File: src/rtl/ppm_slot_decoder.sv
// Pulse-position-modulation slot decoder: synchronizes and width-qualifies the raw line,
// then reports the slot index of the single pulse found in each fixed-length frame.
module ppm_slot_decoder #(
  parameter int unsigned SLOT_CYCLES = 25,
  parameter int unsigned NUM_SLOTS   = 5,
  parameter int unsigned MIN_PULSE   = 2
) (
  input  logic       clk1m,
  input  logic       reset_n,
  input  logic       ppm_in,
  input  logic       auto_reset_n,
  output logic       ppm_pulse,
  output logic [2:0] sym_data,
  output logic       sym_valid,
  output logic       sym_err,
  output logic       frame_active
);

  localparam logic [7:0] SubLast  = 8'(SLOT_CYCLES - 1);
  localparam logic [2:0] SlotLast = 3'(NUM_SLOTS - 1);
  localparam logic [3:0] HiFull   = 4'(MIN_PULSE);
  localparam logic [3:0] HiArm    = 4'(MIN_PULSE - 1);

  typedef enum logic [0:0] {
    StIdle,
    StMeasure
  } state_e;

  // Input conditioning
  logic       ppm_meta_q;
  logic       ppm_s_q;
  logic [3:0] hi_cnt_q, hi_cnt_d;
  logic       ppm_pulse_q, ppm_pulse_d;

  // Frame tracking
  state_e     state_q, state_d;
  logic [2:0] slot_q, slot_d;
  logic [7:0] sub_q, sub_d;
  logic [1:0] pcnt_q, pcnt_d;
  logic [2:0] cap_slot_q, cap_slot_d;
  logic       err_seen_q, err_seen_d;

  // Registered outputs
  logic       sym_valid_q, sym_valid_d;
  logic       sym_err_q, sym_err_d;
  logic [2:0] sym_data_q, sym_data_d;
  logic       frame_active_q, frame_active_d;

  logic       frame_end;
  logic [1:0] pcnt_inc;
  logic       frame_bad;

  always_ff @(posedge clk1m or negedge reset_n) begin
    if (!reset_n) begin
      ppm_meta_q <= 1'b0;
      ppm_s_q    <= 1'b0;
    end else begin
      ppm_meta_q <= ppm_in;
      ppm_s_q    <= ppm_meta_q;
    end
  end

  // The strobe fires only on the MIN_PULSE-1 -> MIN_PULSE step, so a long high run
  // produces exactly one pulse and a new one needs ppm_s to drop first.
  always_comb begin
    hi_cnt_d = hi_cnt_q;
    if (!ppm_s_q) begin
      hi_cnt_d = '0;
    end else if (hi_cnt_q != HiFull) begin
      hi_cnt_d = hi_cnt_q + 4'd1;
    end
    ppm_pulse_d = ppm_s_q && (hi_cnt_q == HiArm);
  end

  always_ff @(posedge clk1m or negedge reset_n) begin
    if (!reset_n) begin
      hi_cnt_q    <= '0;
      ppm_pulse_q <= 1'b0;
    end else begin
      hi_cnt_q    <= hi_cnt_d;
      ppm_pulse_q <= ppm_pulse_d;
    end
  end

  // Pulse count for the current frame including a pulse accepted this very cycle.
  always_comb begin
    frame_end = (state_q == StMeasure) && (slot_q == SlotLast) && (sub_q == SubLast);
    pcnt_inc  = pcnt_q;
    if (ppm_pulse_q && (pcnt_q != 2'd2)) begin
      pcnt_inc = pcnt_q + 2'd1;
    end
    frame_bad = (pcnt_inc != 2'd1);
  end

  // FSM: state register
  always_ff @(posedge clk1m or negedge reset_n) begin
    if (!reset_n) begin
      state_q <= StIdle;
    end else begin
      state_q <= state_d;
    end
  end

  // FSM: next state
  always_comb begin
    state_d = state_q;
    unique case (state_q)
      StIdle: begin
        if (auto_reset_n && ppm_pulse_q) begin
          state_d = StMeasure;
        end
      end
      StMeasure: begin
        if (!auto_reset_n) begin
          state_d = StIdle;
        end else if (frame_end && frame_bad && err_seen_q) begin
          state_d = StIdle;
        end
      end
      default: state_d = StIdle;
    endcase
  end

  // FSM: outputs
  always_comb begin
    sym_valid_d    = 1'b0;
    sym_err_d      = 1'b0;
    sym_data_d     = sym_data_q;
    frame_active_d = (state_d == StMeasure);
    if (auto_reset_n && frame_end) begin
      if (frame_bad) begin
        sym_err_d = 1'b1;
      end else begin
        sym_valid_d = 1'b1;
        // A pulse on the last cycle is the only one, so the capture register is stale.
        sym_data_d  = ppm_pulse_q ? slot_q : cap_slot_q;
      end
    end
  end

  always_ff @(posedge clk1m or negedge reset_n) begin
    if (!reset_n) begin
      sym_valid_q    <= 1'b0;
      sym_err_q      <= 1'b0;
      sym_data_q     <= '0;
      frame_active_q <= 1'b0;
    end else begin
      sym_valid_q    <= sym_valid_d;
      sym_err_q      <= sym_err_d;
      sym_data_q     <= sym_data_d;
      frame_active_q <= frame_active_d;
    end
  end

  // Frame position is kept as slot + intra-slot counters so no divider is needed.
  always_comb begin
    slot_d     = slot_q;
    sub_d      = sub_q;
    pcnt_d     = pcnt_q;
    cap_slot_d = cap_slot_q;
    err_seen_d = err_seen_q;
    if (!auto_reset_n || (state_q == StIdle)) begin
      slot_d     = '0;
      sub_d      = '0;
      pcnt_d     = '0;
      err_seen_d = 1'b0;
    end else begin
      if (sub_q == SubLast) begin
        sub_d  = '0;
        slot_d = (slot_q == SlotLast) ? 3'd0 : slot_q + 3'd1;
      end else begin
        sub_d = sub_q + 8'd1;
      end
      if (ppm_pulse_q) begin
        cap_slot_d = slot_q;
      end
      if (frame_end) begin
        pcnt_d     = '0;
        err_seen_d = frame_bad && !err_seen_q;
      end else begin
        pcnt_d = pcnt_inc;
      end
    end
  end

  always_ff @(posedge clk1m or negedge reset_n) begin
    if (!reset_n) begin
      slot_q     <= '0;
      sub_q      <= '0;
      pcnt_q     <= '0;
      cap_slot_q <= '0;
      err_seen_q <= 1'b0;
    end else begin
      slot_q     <= slot_d;
      sub_q      <= sub_d;
      pcnt_q     <= pcnt_d;
      cap_slot_q <= cap_slot_d;
      err_seen_q <= err_seen_d;
    end
  end

  assign ppm_pulse    = ppm_pulse_q;
  assign sym_valid    = sym_valid_q;
  assign sym_err      = sym_err_q;
  assign sym_data     = sym_data_q;
  assign frame_active = frame_active_q;

endmodule

File: config.mk
export PLATFORM = sky130hd
export DESIGN_NAME = ppm_slot_decoder
export DESIGN_NICKNAME = d
export VERILOG_FILES = /design/src/rtl/ppm_slot_decoder.sv
export SDC_FILE = /design/constraint.sdc
export NUM_CORES = 1
export LEC_CHECK = 0
export CAP_MARGIN = 20
export CORE_MARGIN = 2
export CORE_UTILIZATION = 45
export CTS_CLUSTER_SIZE = 12
export DETAILED_ROUTE_END_ITERATION = 6
export PLACE_DENSITY = 0.69
export SLEW_MARGIN = 40
export SYNTH_ARGS = -nofsm -noshare
export SYNTH_HDL_FRONTEND = slang
export SYNTH_SLANG_ARGS = --single-unit
File: constraint.sdc
create_clock -name clk1m -period 4.7 [get_ports clk1m]
set_input_delay 0.94 -clock clk1m [delete_from_list [all_inputs] [get_ports clk1m]]
set_output_delay 0.94 -clock clk1m [all_outputs]
set_load 0.01 [all_outputs]
[Yosys cells after proc, flatten, opt, wreduce, memory -nomap -nowiden]
Cells that the tools add are included.
Word-level totals
  register bits after elaboration: 30
  output and inout bits: 7
  logic and storage cells: 62
Cells by class
  eq/ne operators: 7
  mux-type cells: 21
  $add $sub $neg: 4
  bitwise operators: 2
  reduce and logical (&&, ||, !) cells: 15
Operator list (count)
  8-bit 2-to-1 mux: 2
  3-bit 2-to-1 mux: 4
  1-bit logical AND: 9
  1-bit 2-to-1 mux: 9
  8-bit by 1-bit adder with 8-bit output, second input constant: 1
  8-bit by 5-bit == test with 1-bit output, second input constant: 1
  4-bit 2-to-1 mux: 2
  2-bit 2-to-1 mux: 3
  4-bit by 1-bit adder with 4-bit output, second input constant: 1
  4-bit by 1-bit == test with 1-bit output, second input constant: 1
  2-bit by 1-bit inequality test with 1-bit output, second input constant: 2
  4-bit by 2-bit inequality test with 1-bit output, second input constant: 1
  2-bit nonzero test: 2
  3-bit by 1-bit adder with 3-bit output, second input constant: 1
  3-bit == test, second input constant: 1
  2-bit by 1-bit adder with 2-bit output, second input constant: 1
  1-bit zero test: 2
  2-bit inequality test, second input constant: 1
  1-bit inverter: 2
  1-bit case mux with 2 select lines: 1
  2-bit AND reduction: 1
  1-bit logical OR: 1

[Longest topological paths before layout]
Gate-level depths: netlist of the first run.
  word-level depth: 9
  gate-level depth with buffers: 6

[Worst setup path before layout of the first run]
No wires, ideal clock.
  path kind: reg2reg
  from: register sub_q[0]
  to: register sym_data_q[0], in the netlist sym_data[0]
  period minus slack after synthesis: 1.930 ns
  library setup time: 0.127 ns
  data required time: 4.573 ns
  arrival: 1.802 ns
  path slack: 2.770 ns
  stages on the path, launching flop included: 7
  cells stage by stage: dfrtp_1 inv_1 ha_1 or4b_4 nor4_4 nand3_2 mux2_1
Between the ends
  cells in the longest elaborated chain, start to end: 4
Ends and longest elaborated chain
  start, declared: RTL line 38  | logic [7:0] sub_q, sub_d;
  start signal, assigned: RTL line 195  | sub_q <= sub_d;
  8-bit by 5-bit == test with 1-bit output: RTL line 87  | frame_end = (state_q == StMeasure) && (slot_q == SlotLast) && (sub_q == SubLast);
  1-bit logical AND: RTL line 87
  1-bit logical AND: RTL line 130  | if (auto_reset_n && frame_end) begin
  2-bit AND reduction (no source line)
  end signal, assigned: RTL line 150  | sym_data_q <= sym_data_d;
  end, declared: RTL line 46  | logic [2:0] sym_data_q, sym_data_d;
Every way passes these cells.
A chain may end at the register's enable or synchronous reset.

[Worst setup path in the final report of the first run]
  from: register ppm_pulse_q, in the netlist ppm_pulse
  to: output port ppm_pulse
RTL lines
  start, declared: RTL line 33  | logic ppm_pulse_q, ppm_pulse_d;
  start signal, assigned: RTL line 81  | ppm_pulse_q <= ppm_pulse_d;
  end, declared: RTL line 12  | output logic ppm_pulse,
No word-level cell between the ends.

==> results of run 1 <==
[sequential cells by signal, indices dropped and copies added, names as in the netlist]
signal        flops
cap_slot_q        3
err_seen_q        1
frame_active      1
hi_cnt_q          4
pcnt_q            2
ppm_meta_q        1
ppm_pulse         1
ppm_s_q           1
slot_q            3
sub_q             8
sym_data          3
sym_err           1
sym_valid         1
[metrics by stage]
step / total power (W) / instance area [um^2] / worst slack [ns] / std cells
4_1_cts: 0.000568 / 1700 / 2.32 / 196
6_report: 0.000558 / 1700 / 2.36 / 196
3_5_place_dp: 0.000407 / 1640 / 2.25 / 188
3_3_place_gp: 0.000401 / 1640 / 2.27 / 188
2_1_floorplan: 0.000371 / 1480 / 2.77 / 135
5_1_grt: 0.000596 / 1700 / 2.27 / 196
[path summary, 6_finish.rpt]
kind                                            from                      end  depth (start not counted)
worst min register to register  ppm_meta_q$_DFF_PN0_        ppm_s_q$_DFF_PN0_                          0
min in group asynchronous                    reset_n       sub_q[2]$_DFF_PN0_                          2
worst max register to register    sub_q[0]$_DFF_PN0_  sym_data[2]$_DFFE_PN0P_                          6
worst min-delay path            ppm_meta_q$_DFF_PN0_        ppm_s_q$_DFF_PN0_                          0
max in group asynchronous                    reset_n  sym_data[2]$_DFFE_PN0P_                          2
worst max-delay path             ppm_pulse$_DFF_PN0_                ppm_pulse                          1
[power breakdown]
group,switching [W],internal [W]
Combinational,0.0000532,0.0000498
Sequential,0.0000214,0.000275
Clock,0.0000865,0.0000724
[layout by cell type (no fill, tap or decap), drive strengths merged, types with 3 or more instances in the layout]
master,n
dfrtp,30
nand2,12
inv,10
nor2,10
clkdlybuf4s50,10
ha,8
o21ai,7
clkbuf,7
mux2,7
xnor2,5
nand3,5
nor3,4
and2,3
or3,3
and3,3
xor2,3
a21oi,3
nand2b,3
[cell type report]
class / count / share of cell area [%]
flip-flops and latches: 30 / 44.2
multi-input cells: 93 / 40.4
repair buffers: 11 / 6.34
clock buffers: 7 / 3.24
well taps: 44 / 3.24
inverters: 10 / 2.21
clock inverters: 1 / 0.295
[metal layers]
layer  share of wire (%)  track usage, %
met3                 4.0            5.67
met1                  46            19.3
met2                  48            26.9
met4                 2.6            8.21
met5                   0               0
[kinds of logic after synthesis]
group           count (synthesis)  synth area share (%)
fa+ha+maj                       8                  6.75
flops                          30                  50.6
compound gates                 17                  8.19
simple gates                   51                  19.9
mux                             9                  6.67
buf+inv                        12                  3.12
xor+xnor                        8                  4.73
==> impl_metrics.py, run 1 <==
metrics = {
    "power": {
        "power_density_mw_per_mm2": 329,
        "peakVddDrop_uv": 204,
        "power_leakage_nw": 0.741,
    },
    "floorplan": {
        "die_h_um": 61.4,
        "dieArea_mm2": 0.00377,
        "die_w_um": 61.4,
        "floorplan.initialDensity_pct": 47.8,
        "core-area_mm2": 0.00310,
        "ios": 11,
        "rows": 20,
    },
    "clock_network": {
        "cts_htree_levels": 2,
        "path_clk_slew_ns": 0.09,
        "ctsHoldBuffers": 0,
        "cts_tree": "done",
        "numCtsBuffers": 5,
        "post-cts-setup-buffers": 0,
        "cts_buffer_depth": 2,
        "worst_skew_pair.late_latency_ns": 0.33,
        "clock_sink_count": 30,
        "cts_root_buf": "clkbuf_4",
        "cts_resized": 0,
    },
    "setup_path": {
        "required_ns": 3.76,
        "critPathTopFamily": "buffers and inverters",
        "crit_path_cell_trace": "clkdlybuf4s50_1",
        "crit_path_max_incr_delay_ns": 0.59,
        "r2r_slack_ns": 2.62,
        "crit_buf_inv": 1,
        "cp_max_fo": 8,
        "end_kind": "output pin",
        "critical_path_class": "reg2out",
        "cp_slowest_cell": "clkdlybuf4s50_1",
        "startpoint_type": "flip-flop",
        "arrival_ns": 1.40,
    },
    "final_layout": {
        "drive_gt1_share_pct": 11.8,
        "fill_cells": 305,
        "final_net_count": 163,
        "antenna_cells": 0,
        "multiInputGateArea_um2": 686,
        "seq_area_um2": 751,
        "final_util_pct": 54.7,
        "area_growth_pct": 14.4,
    },
    "timing": {
        "setup_viol": 0,
        "fin_skew_ns": 0.00936,
        "post-route-period-util_pct": 49.8,
        "slew_headroom_pct": 73.7,
        "rsz0062_at_grt": "no",
        "fin_hold_ws_ns": 0.365,
        "hold_viol": 0,
        "finalCriticalPeriod_ns": 2.34,
        "slew_viol_final": 0,
        "tightest_slew_ns": 0.395,
        "fmaxAchievable_mhz": 427,
        "tns_ns": 0,
    },
    "synth": {
        "synth.top_cells.by_count": "dfrtp_1 (30), nand2_1 (12), inv_1 (10), nor2_1 (10), ha_1 (8)",
        "yosysMostFrequentCell": "dfrtp_1",
        "ys_ff_latch": 30,
        "syn_nets": 147,
        "yosys.area.top_type": "dfrtp_1",
        "yosysWarnings": 0,
        "netlist_instances": 135,
        "yosysUniqueCellTypes": 37,
        "synth_seq_area_share_pct": 50.6,
        "synth_edf_count": 0,
        "netlist_area_mm2": 0.00148,
        "yosys.area.top_type_share_pct": 50.6,
        "avgSynthCellArea_um2": 11.0,
        "ys.flop_type": "dfrtp_1",
        "synthArstFlopShare_pct": 100,
        "netlist_top_cells_area": "dfrtp_1 (51%), ha_1 (6.8%), mux2_2 (3.0%)",
    },
    "grt": {
        "grt_pass1_wl_mm": 4.39,
        "grt_pass1_vias": 989,
        "grt_overflow": 0,
        "antenna_found_initial": 0,
        "grt_max_degree": 31,
        "grtUsageTotal_pct": 16.5,
    },
    "route": {
        "routed_wl_mm": 2.48,
        "via_count": 1014,
        "drt_iter0_drc": 30,
        "route.detailed.drc": 0,
        "wl_per_cell_um": 12.7,
        "viasPerCell": 5.17,
        "first_pass_iters": 2,
        "ant_nets": 0,
    },
    "flow_run": {
        "max-cap-violations": 0,
    },
    "placement": {
        "routabilityCongestion": 0.799,
        "port_buffers": 10,
        "hpwl_mm": 1.83,
    },
    "run_status": {
        "outcome": "finished clean",
    },
    "hold_path": {
        "holdCritPathClass": "reg2reg",
    },
}
Note: power is estimated with default switching activity, not from simulation.
==> run 2, diff against run 1 <==
PLACE_DENSITY = 0.71   (was 0.69)
clock period = 2.1 ns   (was 4.7 ns; I/O delays follow)
==> impl_metrics.py, run 2 (synthesis gave the netlist of run 1 again) <==
metrics = {
    "timing": {
        "slew_headroom_pct": 75.0,
        "tightest_slew_ns": 0.372,
        "setup_viol": 0,
        "rsz0062_at_grt": "yes",
        "hold_viol": 0,
        "fin_skew_ns": 0.00634,
        "worst_slack_ns": 0.0899,
        "slew_viol_final": 0,
        "post-route-period-util_pct": 95.7,
        "fmaxAchievable_mhz": 497,
        "fin_hold_ws_ns": 0.363,
        "finalCriticalPeriod_ns": 2.01,
    },
    "clock_network": {
        "worst_skew_pair.late_latency_ns": 0.33,
        "cts_buffer_depth": 2,
        "numCtsBuffers": 5,
        "cts_root_buf": "clkbuf_4",
        "clock_sink_count": 30,
        "path_clk_slew_ns": 0.09,
        "cts_htree_levels": 2,
        "cts_tree": "done",
    },
    "power": {
        "power_w": 0.00135,
        "netSwitchingFraction_pct": 27.1,
        "pwr-share-clk_pct": 32.8,
        "p_sw_w": 0.000367,
        "seqPwrFrac_pct": 49.2,
        "peakVddDrop_uv": 470,
        "power_leakage_nw": 0.766,
        "combPwrFrac_pct": 18.0,
        "power_density_mw_per_mm2": 778,
        "p_int_w": 0.000988,
    },
    "final_layout": {
        "layout_commonest_cell": "dfrtp_1",
        "layout.cells.non_filler": 200,
        "top_regs": "sub_q x8, hi_cnt_q x4",
        "top_register": "sub_q",
        "antenna_cells": 0,
        "drive_gt1_share_pct": 13.5,
        "largest_reg_flops": 8,
        "fill_cells": 296,
        "postLayoutCellArea_mm2": 0.00174,
        "area_growth_pct": 17.5,
        "layout_common_cells": "dfrtp_1 (30), nand2_1 (12), inv_1 (10), nor2_1 (10), clkdlybuf4s50_1 (10)",
        "final_net_count": 167,
    },
    "placement": {
        "place_area_mm2": 0.00166,
        "port_buffers": 10,
        "hpwl_mm": 1.94,
        "place_ws_ns": 0.00162,
        "dp.cells": 191,
        "routabilityCongestion": 0.761,
    },
    "floorplan": {
        "dieArea_mm2": 0.00377,
        "ios": 11,
        "rows": 20,
        "floorplan.initialDensity_pct": 47.8,
        "die_w_um": 61.4,
        "die_h_um": 61.4,
        "core-area_mm2": 0.00310,
    },
    "setup_path": {
        "setup.worst_path.start": "sub_q[0]$_DFF_PN0_",
        "r2r-end": "sym_data[2]$_DFFE_PN0P_",
        "arrival_ns": 2.22,
        "critical_path_class": "reg2reg",
        "r2r_start": "sub_q[0]$_DFF_PN0_",
        "endpoint": "sym_data[2]$_DFFE_PN0P_",
        "end_kind": "flip-flop",
        "cp_max_fo": 4,
        "startpoint_type": "flip-flop",
        "required_ns": 2.31,
        "rr_worst_depth": 6,
        "r2r_slack_ns": 0.09,
    },
    "route": {
        "route.detailed.drc": 0,
        "drt_iter0_drc": 13,
        "ant_nets": 0,
        "first_pass_iters": 4,
        "viasPerCell": 5.12,
        "routed_wl_mm": 2.58,
        "wl_per_cell_um": 12.9,
        "via_count": 1024,
    },
    "grt": {
        "grt_pass1_vias": 1019,
        "grt_overflow": 0,
        "grt_pass1_wl_mm": 4.57,
        "antenna_found_initial": 0,
        "grtUsageTotal_pct": 17.1,
        "grt_max_degree": 31,
    },
    "run_status": {
        "outcome": "finished clean",
    },
    "flow_run": {
        "max-cap-violations": 0,
    },
    "hold_path": {
        "holdCritPathClass": "reg2reg",
    },
}
==> run 2: per-layer routing <==
metal	global-route usage (%)	part of all wire (%)	vias up
li1	-	-	505
met1	20.1	43	498
met2	28.6	51	15
met3	5.67	4.0	6
met4	7.29	1.9	0
met5	0	0	-
==> run 2: worst min-delay path by stage <==
| stage | from | to | cells after the start |
|---|---|---|---|
| 3_5_place_dp | ppm_meta_q$_DFF_PN0_ | ppm_s_q$_DFF_PN0_ | 0 |
| 6_report | ppm_meta_q$_DFF_PN0_ | ppm_s_q$_DFF_PN0_ | 0 |
| 2_1_floorplan | reset_n | cap_slot_q[0]$_DFFE_PN0P_ | 0 |
| 4_1_cts | ppm_meta_q$_DFF_PN0_ | ppm_s_q$_DFF_PN0_ | 0 |
| 5_1_grt | ppm_meta_q$_DFF_PN0_ | ppm_s_q$_DFF_PN0_ | 0 |
| 3_3_place_gp | ppm_meta_q$_DFF_PN0_ | ppm_s_q$_DFF_PN0_ | 0 |
==> run 2: cell type report <==
| class | instances | area (um^2) | share of cell area, % |
|---|---|---|---|
| clock buffer | 7 | 45.0 | 2.59 |
| sequential | 30 | 751 | 43.1 |
| multi-input combinational | 93 | 686 | 39.4 |
| clock inverter | 1 | 30.0 | 1.72 |
| inverter | 10 | 37.5 | 2.16 |
| tap | 44 | 55.1 | 3.16 |
| timing repair buffer | 15 | 138 | 7.90 |
==> run 2: repair_timing <==
action,4_1_cts,5_1_grt
pin swaps,1,0
cloned,0,0
hold buffers,0,0
resized for setup,0,1
buffers inserted,0,1
setup endpoints to repair,1,6
==> run 2: per-stage QoR <==
stage               setup TNS, ns  utilization (%)
finish                          0             56.1
global route             -0.00810             56.1
CTS                             0             55.9
detailed placement              0             53.5
global placement                0             53.5
floorplan                       0                -
==> run 2: power groups by stage <==
| stage | Sequential, W | Clock [W] | Combinational (W) |
|---|---|---|---|
| 4_1_cts | 0.000666 | 0.000463 | 0.000251 |
| 5_1_grt | 0.000673 | 0.000498 | 0.000288 |
| 6_report | 0.000666 | 0.000444 | 0.000244 |
| 3_5_place_dp | 0.000677 | 0 | 0.000249 |
| 3_3_place_gp | 0.000672 | 0 | 0.000233 |
| 2_1_floorplan | 0.000668 | 0 | 0.000162 |
==> run 2: worst max-delay path: stages, from the launching register on <==
cell and delay, ns:
dfrtp_1 0.41, inv_1 0.07, ha_1 0.14, or4b_4 0.51
nor4_4 0.23, nand3_2 0.17, mux2_1 0.35
==> run 3, diff against run 2 <==
MAX_ROUTING_LAYER = met4   (was unset)
clock period = 1.7 ns   (was 2.1 ns; I/O delays follow)
==> impl_metrics.py, run 3 (synthesis gave the netlist of run 1 again) <==
metrics = {
    "setup_path": {
        "crit_path_max_incr_delay_ns": 0.49,
        "critical_path_class": "reg2reg",
        "startpoint_type": "flip-flop",
        "arrival_ns": 2.06,
        "crit_buf_inv": 1,
        "cp_max_fo": 3,
        "critPathTopFamily": "simple AND/OR/NAND/NOR gates",
        "cp.depth": 6,
        "end_kind": "flip-flop",
        "cp_slowest_cell": "or4b_4",
        "crit_path_cell_trace": "inv_1 > ha_1 > or4b_4 > nor4_4 > nand3_2 > mux2_1",
        "required_ns": 1.91,
        "rr_worst_depth": 6,
    },
    "final_layout": {
        "final_net_count": 181,
        "top_regs": "sub_q x8, hi_cnt_q x4",
        "layout_commonest_cell": "dfrtp_1",
        "fill_cells": 259,
        "antenna_cells": 0,
        "layout_common_cells": "dfrtp_1 (30), buf_4 (17), nand2_1 (12)",
        "seq_area_um2": 751,
        "area_growth_pct": 28.9,
        "drive_gt1_share_pct": 25.9,
        "multiInputGateArea_um2": 748,
        "final_util_pct": 61.6,
        "top_register": "sub_q",
        "largest_reg_flops": 8,
    },
    "timing": {
        "fmaxAchievable_mhz": 540,
        "post-route-period-util_pct": 109,
        "hold_viol": 0,
        "setup_viol": 18,
        "slew_headroom_pct": 65.2,
        "finalCriticalPeriod_ns": 1.85,
        "worst_slack_ns": -0.153,
        "tightest_slew_ns": 0.520,
        "slew_viol_final": 0,
        "rsz0062_at_grt": "yes",
        "fin_skew_ns": 0.00628,
        "fin_hold_ws_ns": 0.365,
    },
    "power": {
        "p_sw_w": 0.000476,
        "combPwrFrac_pct": 23.4,
        "peakVddDrop_uv": 944,
        "pwr-share-clk_pct": 26.5,
        "seqPwrFrac_pct": 50.1,
        "p_int_w": 0.00115,
        "power_leakage_nw": 0.865,
        "power_w": 0.00162,
        "power_density_mw_per_mm2": 850,
        "netSwitchingFraction_pct": 29.3,
    },
    "route": {
        "routed_wl_mm": 2.81,
        "via_count": 1081,
        "drt_iter0_drc": 19,
        "ant_nets": 0,
        "first_pass_iters": 4,
        "route.detailed.drc": 0,
        "viasPerCell": 5.05,
        "wl_per_cell_um": 13.1,
    },
    "floorplan": {
        "rows": 20,
        "core-area_mm2": 0.00310,
        "floorplan.initialDensity_pct": 47.8,
        "dieArea_mm2": 0.00377,
        "ios": 11,
        "die_w_um": 61.4,
        "die_h_um": 61.4,
    },
    "grt": {
        "top_usage_layer": "met2",
        "grt_pass1_vias": 1129,
        "use_met3_pct": 6.30,
        "use_met2_pct": 32.4,
        "use_met1_pct": 19.4,
        "grt_pass1_wl_mm": 4.75,
        "grt_max_degree": 31,
        "grt_overflow": 0,
        "antenna_found_initial": 0,
        "grtUsageTotal_pct": 18.4,
    },
    "placement": {
        "port_buffers": 10,
        "place_ws_ns": -0.157,
        "routabilityCongestion": 0.765,
        "hpwl_mm": 2.07,
    },
    "flow_run": {
        "max-cap-violations": 0,
    },
    "clock_network": {
        "cts_tree": "done",
        "cts_buffer_depth": 2,
        "cts_root_buf": "clkbuf_4",
        "ctsHoldBuffers": 0,
        "worst_skew_pair.late_latency_ns": 0.33,
        "cts_htree_levels": 2,
        "numCtsBuffers": 5,
        "clock_sink_count": 30,
        "path_clk_slew_ns": 0.09,
    },
    "run_status": {
        "outcome": "finished, violations left",
        "violations": "negative setup slack",
    },
    "hold_path": {
        "holdPathStages": 0,
        "holdCritPathClass": "reg2reg",
    },
}
==> run 3: changes by cell type in the layout (fill, tap and decap cells not counted), sizes merged <==
cell	previous run	this run
bufinv	1	0
clkinv	0	1
buf	5	19
==> run 3: metal layers <==
| layer | routed length [um] | part of all wire, % |
|---|---|---|
| met1 | 1120 | 40 |
| met2 | 1560 | 55 |
| met3 | 101 | 3.6 |
| met4 | 30 | 1.1 |
| met5 | 0 | 0 |
==> run 3: layout make-up <==
type                    count  share of cell area [%]
clock buffers               7                    2.88
clock inverters             1                   0.262
inverters                  10                    1.96
multi-input cells          93                    39.2
flip-flops and latches     30                    39.3
well taps                  44                    2.88
repair buffers             29                    13.6
==> run 3: worst paths after layout <==
path,from,to,slack [ns]
setup / recovery,sub_q[0]$_DFF_PN0_,sym_data[2]$_DFFE_PN0P_,-0.15
hold / removal,ppm_meta_q$_DFF_PN0_,ppm_s_q$_DFF_PN0_,0.36
setup reg to reg,sub_q[0]$_DFF_PN0_,sym_data[2]$_DFFE_PN0P_,-0.15
hold reg to reg,ppm_meta_q$_DFF_PN0_,ppm_s_q$_DFF_PN0_,0.36
max in group asynchronous,reset_n,sym_data[0]$_DFFE_PN0P_,1.03
min in group asynchronous,reset_n,err_seen_q$_DFFE_PN0P_,0.40
==> run 3: power by group through the flow <==
stage | sequential (W) | clock, W | combinational, W
after CTS | 0.000814 | 0.000447 | 0.000377
after global placement | 0.000822 | 0 | 0.000336
after global routing | 0.000822 | 0.000475 | 0.000426
after detailed placement | 0.000828 | 0 | 0.000363
after floorplan | 0.000825 | 0 | 0.000202
final | 0.000814 | 0.000431 | 0.000379
==> run 3: what timing repair did <==
action / in CTS / in global routing
pin swaps: 5 / 3
endpoints found under the setup margin: 20 / 21
gates resized for setup: 8 / 3
buffers inserted: 1 / 1
==> run 3: per-stage QoR <==
stage,cells,TNS (ns),area [um^2]
2_1_floorplan,135,-0.923,1490
3_3_place_gp,204,-1.48,1780
3_5_place_dp,204,-2.29,1780
4_1_cts,213,-2.16,1890
5_1_grt,214,-3.45,1910
6_report,214,-1.70,1910
